## src/rtl/cpu_dma.sv

```systemverilog
// Multi-channel memory-to-port DMA that halts the CPU at an instruction boundary
// and moves bytes with one read/write cycle pair per byte.
module cpu_dma #(
  parameter int                  CHANNELS = 2,
  parameter int                  LEN_W    = 8,
  parameter logic [CHANNELS-1:0] DST_INC  = '0
) (
  input  logic                        clock,
  input  logic                        reset_n,
  input  logic                        ce,
  input  logic                        m0,
  input  logic [CHANNELS-1:0]         req,
  input  logic [CHANNELS*16-1:0]      src,
  input  logic [CHANNELS*16-1:0]      dst,
  input  logic [CHANNELS*LEN_W-1:0]   len,
  input  logic [7:0]                  I,
  output logic                        halt,
  output logic [15:0]                 A,
  output logic [7:0]                  D,
  output logic                        R,
  output logic                        W,
  output logic [CHANNELS-1:0]         busy,
  output logic [CHANNELS-1:0]         done
);

  localparam int CW = (CHANNELS > 1) ? $clog2(CHANNELS) : 1;

  typedef enum logic [2:0] {S_IDLE, S_WAIT, S_HALT, S_ALIGN, S_READ, S_WRITE} state_t;

  state_t              r_state;
  logic                r_parity;
  logic                r_halt;
  logic                r_rd;
  logic                r_wr;
  logic [15:0]         r_a;
  logic [7:0]          r_d;
  logic [CHANNELS-1:0] r_busy;
  logic [CHANNELS-1:0] r_done;
  logic [CW-1:0]       r_ch;
  logic [15:0]         r_src [CHANNELS];
  logic [15:0]         r_dst [CHANNELS];
  logic [LEN_W:0]      r_cnt [CHANNELS];

  logic [15:0]         w_src_in [CHANNELS];
  logic [15:0]         w_dst_in [CHANNELS];
  logic [LEN_W-1:0]    w_len_in [CHANNELS];
  logic [CW-1:0]       w_first;
  logic [CW-1:0]       w_other;
  logic                w_other_any;
  logic                w_last;

  genvar gi;
  generate
    for (gi = 0; gi < CHANNELS; gi++) begin : g_slice
      assign w_src_in[gi] = src[gi*16 +: 16];
      assign w_dst_in[gi] = dst[gi*16 +: 16];
      assign w_len_in[gi] = len[gi*LEN_W +: LEN_W];
    end
  endgenerate

  // Scan high to low so the lowest-index match wins.
  always_comb begin
    w_first     = '0;
    w_other     = '0;
    w_other_any = 1'b0;
    for (int k = CHANNELS - 1; k >= 0; k--) begin
      if (r_busy[k]) w_first = CW'(k);
      if (r_busy[k] && (CW'(k) != r_ch)) begin
        w_other     = CW'(k);
        w_other_any = 1'b1;
      end
    end
  end

  assign w_last = (r_cnt[r_ch] == (LEN_W+1)'(1));

  always_ff @(posedge clock) begin
    if (!reset_n) begin
      r_state  <= S_IDLE;
      r_parity <= 1'b0;
      r_halt   <= 1'b0;
      r_rd     <= 1'b0;
      r_wr     <= 1'b0;
      r_a      <= '0;
      r_d      <= '0;
      r_busy   <= '0;
      r_done   <= '0;
      r_ch     <= '0;
      for (int k = 0; k < CHANNELS; k++) begin
        r_src[k] <= '0;
        r_dst[k] <= '0;
        r_cnt[k] <= '0;
      end
    end else if (ce) begin
      r_parity <= ~r_parity;
      r_done   <= '0;
      // A zero length field means a full 2^LEN_W byte block, hence the extra count bit.
      for (int k = 0; k < CHANNELS; k++) begin
        if (req[k] && !r_busy[k]) begin
          r_src[k]  <= w_src_in[k];
          r_dst[k]  <= w_dst_in[k];
          r_cnt[k]  <= {(w_len_in[k] == '0), w_len_in[k]};
          r_busy[k] <= 1'b1;
        end
      end
      unique case (r_state)
        S_IDLE: begin
          if (|r_busy) begin
            r_state <= S_WAIT;
            r_ch    <= w_first;
          end
        end
        S_WAIT: begin
          if (m0) begin
            r_state <= S_HALT;
            r_halt  <= 1'b1;
          end
        end
        S_HALT: begin
          // ALIGN keeps every first READ on the same parity phase.
          if (r_parity) begin
            r_state <= S_ALIGN;
          end else begin
            r_state <= S_READ;
            r_a     <= r_src[r_ch];
            r_rd    <= 1'b1;
          end
        end
        S_ALIGN: begin
          r_state <= S_READ;
          r_a     <= r_src[r_ch];
          r_rd    <= 1'b1;
        end
        S_READ: begin
          r_state <= S_WRITE;
          r_d     <= I;
          r_a     <= r_dst[r_ch];
          r_rd    <= 1'b0;
          r_wr    <= 1'b1;
          if (w_last) r_done[r_ch] <= 1'b1;
        end
        S_WRITE: begin
          r_wr        <= 1'b0;
          r_src[r_ch] <= r_src[r_ch] + 16'd1;
          r_cnt[r_ch] <= r_cnt[r_ch] - (LEN_W+1)'(1);
          if (DST_INC[r_ch]) r_dst[r_ch] <= r_dst[r_ch] + 16'd1;
          if (!w_last) begin
            r_state <= S_READ;
            r_a     <= r_src[r_ch] + 16'd1;
            r_rd    <= 1'b1;
          end else begin
            r_busy[r_ch] <= 1'b0;
            if (w_other_any) begin
              r_ch    <= w_other;
              r_state <= S_READ;
              r_a     <= r_src[w_other];
              r_rd    <= 1'b1;
            end else begin
              r_state <= S_IDLE;
              r_halt  <= 1'b0;
              r_a     <= '0;
            end
          end
        end
        default: r_state <= S_IDLE;
      endcase
    end
  end

  // Strobes and done are qualified by ce so a stalled CPU cycle never repeats them.
  assign halt = r_halt;
  assign A    = r_a;
  assign D    = r_d;
  assign R    = r_rd & ce;
  assign W    = r_wr & ce;
  assign busy = r_busy;
  assign done = r_done & {CHANNELS{ce}};

endmodule

```

## config.mk

```make
export PLATFORM = sky130hd
export DESIGN_NAME = cpu_dma
export DESIGN_NICKNAME = d
export VERILOG_FILES = /design/src/rtl/cpu_dma.sv
export SDC_FILE = /design/constraint.sdc
export NUM_CORES = 1
export LEC_CHECK = 0
export CAP_MARGIN = 5
export CORE_UTILIZATION = 42
export DETAILED_ROUTE_END_ITERATION = 6
export GPL_ROUTABILITY_DRIVEN = 0
export PLACE_DENSITY = 0.67
export SYNTH_ARGS = -nofsm -noshare
export SYNTH_HDL_FRONTEND = slang
export SYNTH_SLANG_ARGS = --single-unit
```

## constraint.sdc

```tcl
create_clock -name clock -period 4.87 [get_ports clock]
set_input_delay 1.2175 -clock clock [delete_from_list [all_inputs] [get_ports clock]]
set_output_delay 1.2175 -clock clock [all_outputs]
set_load 0.1 [all_outputs]
```

Word-level counts from Yosys, hierarchy flattened. Memories as Yosys holds them, arrays and structs flattened. A register that Yosys moved wholly into a read port is not among the register bits. Cells that the tools add are included. W data, S select, Z words.

Memories: 3. Logic and storage cells: 141. Memory bits (writable): 82. Register bits: 36.

Memories: r_dst (words 2, bits a word 16, read ports 1, clocked after Yosys merged registers in 1, write ports 2, RTL line 41) `logic [15:0] r_dst [CHANNELS];`; r_src (words 2, bits a word 16, read ports 2, clocked after Yosys merged registers in 1, write ports 3, RTL line 40) `logic [15:0] r_src [CHANNELS];`; r_cnt (words 2, bits a word 9, read ports 1, clocked after Yosys merged registers in 1, write ports 3, RTL line 42) `logic [LEN_W:0] r_cnt [CHANNELS];`.

Add/subtract/negate cells: 3. Magnitude comparators: 2. Equality and inequality tests: 13. Reductions and logical operators: 23. Multiplexer cells: 74. Bitwise gates (word level): 13.

Operators with widths (number): $mux W16 (8); $pmux W16 S4 (1); $mux W1 (48); $add A16 B1 Y16 const B (2); $mux W9 (2); $pmux W3 S6 (1); $logic_not A8 Y1 (2); $reduce_or A16 Y1 (1); $mux W3 (5); $ne A2 B2 Y1 const B (6); $reduce_and A5 Y1 (2); $eq A9 B1 Y1 const B (1); $sub A9 B1 Y9 const B (1); $mux W2 (4); $eq A3 B2 Y1 const B (2); $eq A3 B3 Y1 const B (2); $or A1 B1 Y1 (6); $pmux W1 S2 (3); $reduce_and A3 Y1 (2); $reduce_bool A2 Y1 (3); $logic_and A1 B1 Y1 (5); $and A2 B2 Y2 (2); $pmux W1 S4 (1); $reduce_and A2 Y1 (2); 13 further kinds (16).

Longest topological paths before layout. Gate-level depths: netlist (run 1).

Depth after elaboration: 9. Gate-level depth with buffers: 11. Mapped depth without buffers: 8.

Worst setup path after synthesis (run 1). No wires, ideal clock.

Path kind: input to register. From: in ce. To: mem r_cnt[1][0] in the netlist's numbering (enable). Library setup time: 386 ps. Arrival time: 3581 ps. Cell stages on the path: 4. Slack: 903 ps. Path buffers: 1. Cells stage by stage: clkbuf_1 -> nand2_1 -> o21ai_0 -> nand2b_1.

RTL lines: start, declared (RTL line 10) `input logic ce,`; end, declared (RTL line 42).

Worst setup path in the final report (run 1).
From: in ce. To: out done[0].

Longest elaborated chain between the ends: 1.

RTL lines: $and A2 B2 Y2 (RTL line 177) `assign done = r_done & {CHANNELS{ce}};`; end, declared (RTL line 23) `output logic [CHANNELS-1:0] done`.

No other way between the ends.

==> results of run 1 <==
-- kinds of logic after synthesis --
kind of cell	share of synthesized area, %
compound gates	17.00
simple gates	18.97
buf+inv	3.806
xor+xnor	2.975
mux	7.206
flops	49.46
fa+ha+maj	0.5797
-- power by group --
group          switching, W  total, W  internal (W)
clock network      0.000432   0.00123      0.000794
registers         0.0000385   0.00118       0.00114
logic              0.000177  0.000319      0.000143
-- path summary, 6_finish.rpt --
path	startpoint	end	slack [ps]	cells after the start
setup / recovery	ce	done[0]	1270	4
hold / removal	A[6]	A[6]	460	2
setup reg to reg	flip-flop	r_rd	1510	7
hold reg to reg	A[6]	A[6]	460	2
-- synthesized netlist by cell type, types with 4 or more instances --
| master | count |
|---|---|
| nand4_1 | 9 |
| inv_1 | 10 |
| a21boi_0 | 12 |
| nand4b_1 | 6 |
| a31oi_1 | 10 |
| and2_1 | 40 |
| xor2_1 | 9 |
| buf_4 | 4 |
| a22o_1 | 4 |
| nand2_1 | 47 |
| and3_1 | 4 |
| mux2_2 | 5 |
| o211a_1 | 5 |
| mux2i_1 | 41 |
| dfxtp_1 | 37 |
| buf_1 | 4 |
| o21ai_0 | 73 |
| a22oi_1 | 9 |
| a211oi_1 | 6 |
| nor2_1 | 26 |
| nor2b_1 | 10 |
| edfxtp_1 | 82 |
| clkbuf_1 | 38 |
| xnor2_1 | 13 |
| o221ai_1 | 7 |
| nand3_1 | 67 |
| nor4_1 | 4 |
| o2111a_1 | 4 |
| a21oi_1 | 13 |
-- per-stage QoR --
step	utilization, %	setup WS, ps	total power [W]
4_1_cts	55.58	1276	0.002738
6_report	55.58	1274	0.002729
3_5_place_dp	51.81	1251	0.001520
5_1_grt	55.58	1208	0.002814
3_3_place_gp	51.81	1305	0.001512
2_1_floorplan	-	903.1	0.001368
-- state kept, by name (all words and copies together), names as in the netlist, named ones only --
register / count
r_state: 3
r_done: 2
r_cnt: 18
busy: 2
r_ch: 1
r_parity: 1
r_rd: 1
A: 16
r_wr: 1
halt: 1
r_src: 32
D: 8
r_dst: 32
-- metal layers --
layer	up-vias	GRT usage (%)	part of all wire (%)
met5	-	0	0
met4	0	12.40	3.3
met1	2713	27.79	41
met2	226	39.78	50
met3	48	5.225	6.2
li1	2648	-	-
-- worst max-delay path, cell delays in order --
cell	delay, ps
clkdlybuf4s50_1	480
inv_1	210
nor2_1	260
buf_12	200
-- layout make-up --
cell class	instances	area, um2
fillers	1281	6728
flip-flops and latches	119	3204
multi-input cells	469	3028
repair buffers	137	1341
clock buffers	21	440.4
well taps	188	235.2
clock inverters	11	131.4
inverters	10	37.54
==> key figures, run 1 <==
Drt
  • Drt drc: 2
  • Drt total wl: 17.98 mm
  • DRT antenna net count: 0
  • Drt wl/cell: 18.83 um
  • DR iter-0 viols: 438
  • Vias per cell: 5.901
  • First-pass iteration count of the detailed router: 7
  • Total number of vias: 5635

Yosys
  • Area share of the largest cell type after synthesis: 38.02%
  • Synth Area per Inst: 10.01 um2
  • Cells taking the most area after synthesis: edfxtp_1 (38%), dfxtp_1 (11%), mux2i_1 (6.3%)
  • Register area share after synthesis: 49.46%
  • Syn nets: 744
  • Post-synth EDFFs: 82
  • YS warnings: 0
  • Register bit total from synthesis: 119
  • Area leader, netlist: edfxtp_1
  • FFs w/ async S/R, synth: 0%
  • Cell area after synthesis: 6476 um2
  • Number of distinct library cells after synthesis: 58
  • Synth Flop Type: edfxtp_1
  • Syn Inst Count: 647

Pwr
  • Pwr/cell area: 324.2 nW/um2
  • Worst vdd ir: 0.2665 mV
  • LEAKAGE: 2.940 nW

Floorplanning
  • Die Y: 126.2 um
  • Die W: 126.2 um
  • Row cnt: 45
  • Initial core utilization: 42.76%
  • Die area: 15920 um2
  • Core area: 15150 um2
  • Top Ports: 125

Timing
  • Fin crit share: 73.85%
  • Min cycle time layout: 3596 ps
  • Total Neg Setup Slack: 0 ps
  • RSZ-0062 raised after global routing: no
  • Final setup fails: 0
  • Final hold vios: 0
  • Slew Limit Fails: 0
  • Rel. slew slack: 30.04%
  • Worst Skew: 9.100 ps
  • Worst-margin pin slew: 1047 ps
  • Worst hold margin: 463.9 ps
  • Max Clk Rate: 278.1 MHz

Clock tree
  • Clk slew on worst S/H paths: 50 ps
  • Worst skew pair latency: 420 ps
  • Clock buffer depth: 2
  • CTS Sinks: 119
  • Hold_buf cts: 0
  • Post-CTS setup buffers: 0
  • TritonCTS clock tree: done
  • H-tree depth: 4
  • CTS-repair resized insts: 0
  • Root buffer cell: clkbuf_16
  • Num CTS Buffers: 17

Job
  • Max_cap viols: 0

Min path
  • Hold Crit Class: flip-flop to flip-flop

Status
  • Violated checks: design-rule violations
  • Outcome: finished with violations

Global route
  • Largest net degree at the start of global routing: 52
  • Antenna violations before repair: 0
  • GRT overflow: 0
  • First-pass GRT wire length: 28.40 mm
  • Overall Global Routing Usage: 23.46%
  • Vias in the first global route: 5530

Setup path
  • CP Data Required Time: 3650 ps
  • CP arrival: 2380 ps
  • Startpoint types: input port
  • Critical path class: input port to output port
  • CP max FO: 13
  • Crit path capture type: output port

Finish
  • Fin nets: 851
  • Commonest non-fill, non-tap cell in the layout: clkdlybuf4s50_1
  • Most frequent cells in the layout: clkdlybuf4s50_1 (120), edfxtp_1 (82), o21ai_0 (71)
  • Area growth syn-to-layout: 29.98%
  • Share of layout cells above drive strength 1: 7.301%
  • Design area: 8418 um2
  • Non-Filler Instances: 955
  • Ant diodes: 0

Placed design
  • DP Cell Count: 923
  • Port bufs: 124
  • Detail Placement HPWL: 12.65 mm
  • Area after DPL: 7846 um2
No activity file was read; power rests on OpenSTA's default activity.
==> inputs of run 2 (changes only) <==
Settings changed: PLACE_DENSITY 0.67 to 0.69.
Clock period 4.87 ns to 3.23 ns, I/O delays scaled along.
==> key figures, run 2 (synthesis gave the netlist of run 1 again) <==
Finish
  • Ant diodes: 0 (unchanged)
  • Non-Filler Instances: 960 (was 955)
  • Fin nets: 856 (was 851)
  • Commonest non-fill, non-tap cell in the layout: clkdlybuf4s50_1 (unchanged)
  • Design area: 8461 um2 (was 8418 um2)
  • Share of layout cells above drive strength 1: 11.40% (was 7.301%)
  • Area growth syn-to-layout: 30.64% (was 29.98%)
  • Largest registers: r_dst x32, r_src x32, r_cnt x18 (unchanged)
  • Most frequent cells in the layout: clkdlybuf4s50_1 (93), edfxtp_1 (82), o21ai_0 (71) (was clkdlybuf4s50_1 (120), edfxtp_1 (82), o21ai_0 (71))
  • Fillers: 1295 (was 1281)

Timing
  • Min cycle time layout: 2828 ps
  • Worst-margin pin slew: 811.6 ps (was 1047 ps)
  • Worst Skew: 9.248 ps (was 9.100 ps)
  • Final hold vios: 0 (unchanged)
  • Rel. slew slack: 45.65% (was 30.04%)
  • RSZ-0062 raised after global routing: no (unchanged)
  • Slew Limit Fails: 0 (unchanged)
  • Max Clk Rate: 353.6 MHz
  • Final setup fails: 0 (unchanged)
  • Total Neg Setup Slack: 0 ps (unchanged)
  • Fin crit share: 87.56%
  • Final worst setup slack: 401.8 ps (was 1274 ps)

Min path
  • Worst hold path stage count: 2 (unchanged)
  • Hold Crit Class: flip-flop to flip-flop (unchanged)

Global route
  • Vias in the first global route: 5568 (was 5530)
  • Largest net degree at the start of global routing: 83 (was 52)
  • Overall Global Routing Usage: 23.43% (was 23.46%)
  • First-pass GRT wire length: 28.75 mm (was 28.40 mm)
  • GRT overflow: 0 (unchanged)
  • Antenna violations before repair: 0 (unchanged)

Setup path
  • Critical path class: flip-flop to flip-flop (was input port to output port)
  • CP max FO: 20 (was 13)
  • Reg2Reg Depth: 6 (was 7)
  • CP arrival: 3140 ps (was 2380 ps)
  • CP Data Required Time: 3540 ps (was 3650 ps)
  • Crit path capture type: flip-flop (was output port)
  • Startpoint types: flip-flop (was input port)

Clock tree
  • Clk slew on worst S/H paths: 50 ps (about the same)
  • Hold_buf cts: 0 (unchanged)
  • Num CTS Buffers: 17 (unchanged)
  • Clock buffer depth: 2 (unchanged)
  • H-tree depth: 4 (unchanged)
  • Root buffer cell: clkbuf_16 (unchanged)
  • Post-CTS setup buffers: 0 (unchanged)
  • TritonCTS clock tree: done (unchanged)
  • CTS-repair resized insts: 0 (unchanged)
  • Worst skew pair latency: 420 ps (about the same)
  • CTS Sinks: 119 (unchanged)

Floorplanning
  • Initial core utilization: 42.76% (unchanged)
  • Die Y: 126.2 um (unchanged)
  • Die area: 15920 um2 (unchanged)
  • Top Ports: 125 (unchanged)
  • Core area: 15150 um2 (unchanged)
  • Row cnt: 45 (unchanged)
  • Die W: 126.2 um (unchanged)

Drt
  • Total number of vias: 5647 (was 5635)
  • First-pass iteration count of the detailed router: 5 (was 7)
  • Drt total wl: 18.16 mm (was 17.98 mm)
  • DRT antenna net count: 0 (unchanged)
  • Vias per cell: 5.882 (was 5.901)
  • Drt wl/cell: 18.91 um (was 18.83 um)
  • DR iter-0 viols: 511 (was 438)
  • Drt drc: 0 (was 2)

Placed design
  • Pre-CTS setup slack: 362.7 ps (was 1251 ps)
  • DP Cell Count: 928 (was 923)
  • Port bufs: 124 (unchanged)
  • Detail Placement HPWL: 12.69 mm (was 12.65 mm)
  • Area after DPL: 7891 um2 (was 7846 um2)

Pwr
  • Pwr Total: 0.004127 W (was 0.002729 W)
  • Worst vdd ir: 0.3788 mV (was 0.2665 mV)
  • Pwr/cell area: 487.7 nW/um2 (was 324.2 nW/um2)
  • LEAKAGE: 3.046 nW (was 2.940 nW)

Job
  • Max_cap viols: 0 (unchanged)

Status
  • Outcome: complete, no violations (was finished with violations)
run 2: cell types whose count changed in the layout (fill, tap and decap cells not counted):
cell	previous run	this run
clkbuf_1	4	2
buf_4	16	42
clkinvlp_4	2	1
clkdlybuf4s50_1	120	93
clkinv_2	3	4
buf_12	1	7
clkinv_1	3	5
run 2: worst max-delay path, stage by stage, from the launching register on:
cell,delay [ps]
dfxtp_2,660
mux2i_1,380
ha_1,240
nor3b_2,680
nand2_2,280
o21a_1,260
o211a_1,200
run 2: path summary, 6_finish.rpt:
kind / from / end / slack, ps
min: r_wr / r_wr / 460
min reg2reg: r_wr / r_wr / 460
max: flip-flop / r_rd / 400
max reg2reg: flip-flop / r_rd / 400
run 2: layer usage:
metal | up-vias | track usage (%) | wire (um)
li1 | 2654 | - | -
met1 | 2703 | 29.01 | 7651
met2 | 243 | 38.32 | 8733
met3 | 47 | 4.376 | 1089
met4 | 0 | 13.68 | 682
met5 | - | 0 | 0
run 2: metrics by stage:
stage / util [%] / hold WS, ps
after floorplan: - / 438.8
after global placement: 52.10 / 448.7
after detailed placement: 52.10 / 452.0
after CTS: 55.86 / 459.6
after global routing: 55.86 / 490.7
final: 55.86 / 457.2
run 2: area by class of cell:
type / instances / area (um2) / area share [%]
Clock inverter: 13 / 136.4 / 1.612
Clock buffer: 19 / 432.9 / 5.117
Inverter: 10 / 37.54 / 0.4437
Sequential cell: 119 / 3204 / 37.87
Multi-Input combinational cell: 469 / 3028 / 35.79
Tap cell: 188 / 235.2 / 2.780
Timing Repair Buffer: 142 / 1386 / 16.39
run 2: where the power goes:
part	internal, W	switching (W)	total [W]	leakage [nW]
Sequential	0.00173	0.0000631	0.00179	1.17
Combinational	0.000220	0.000265	0.000485	1.60
Clock	0.00119	0.000663	0.00185	0.278
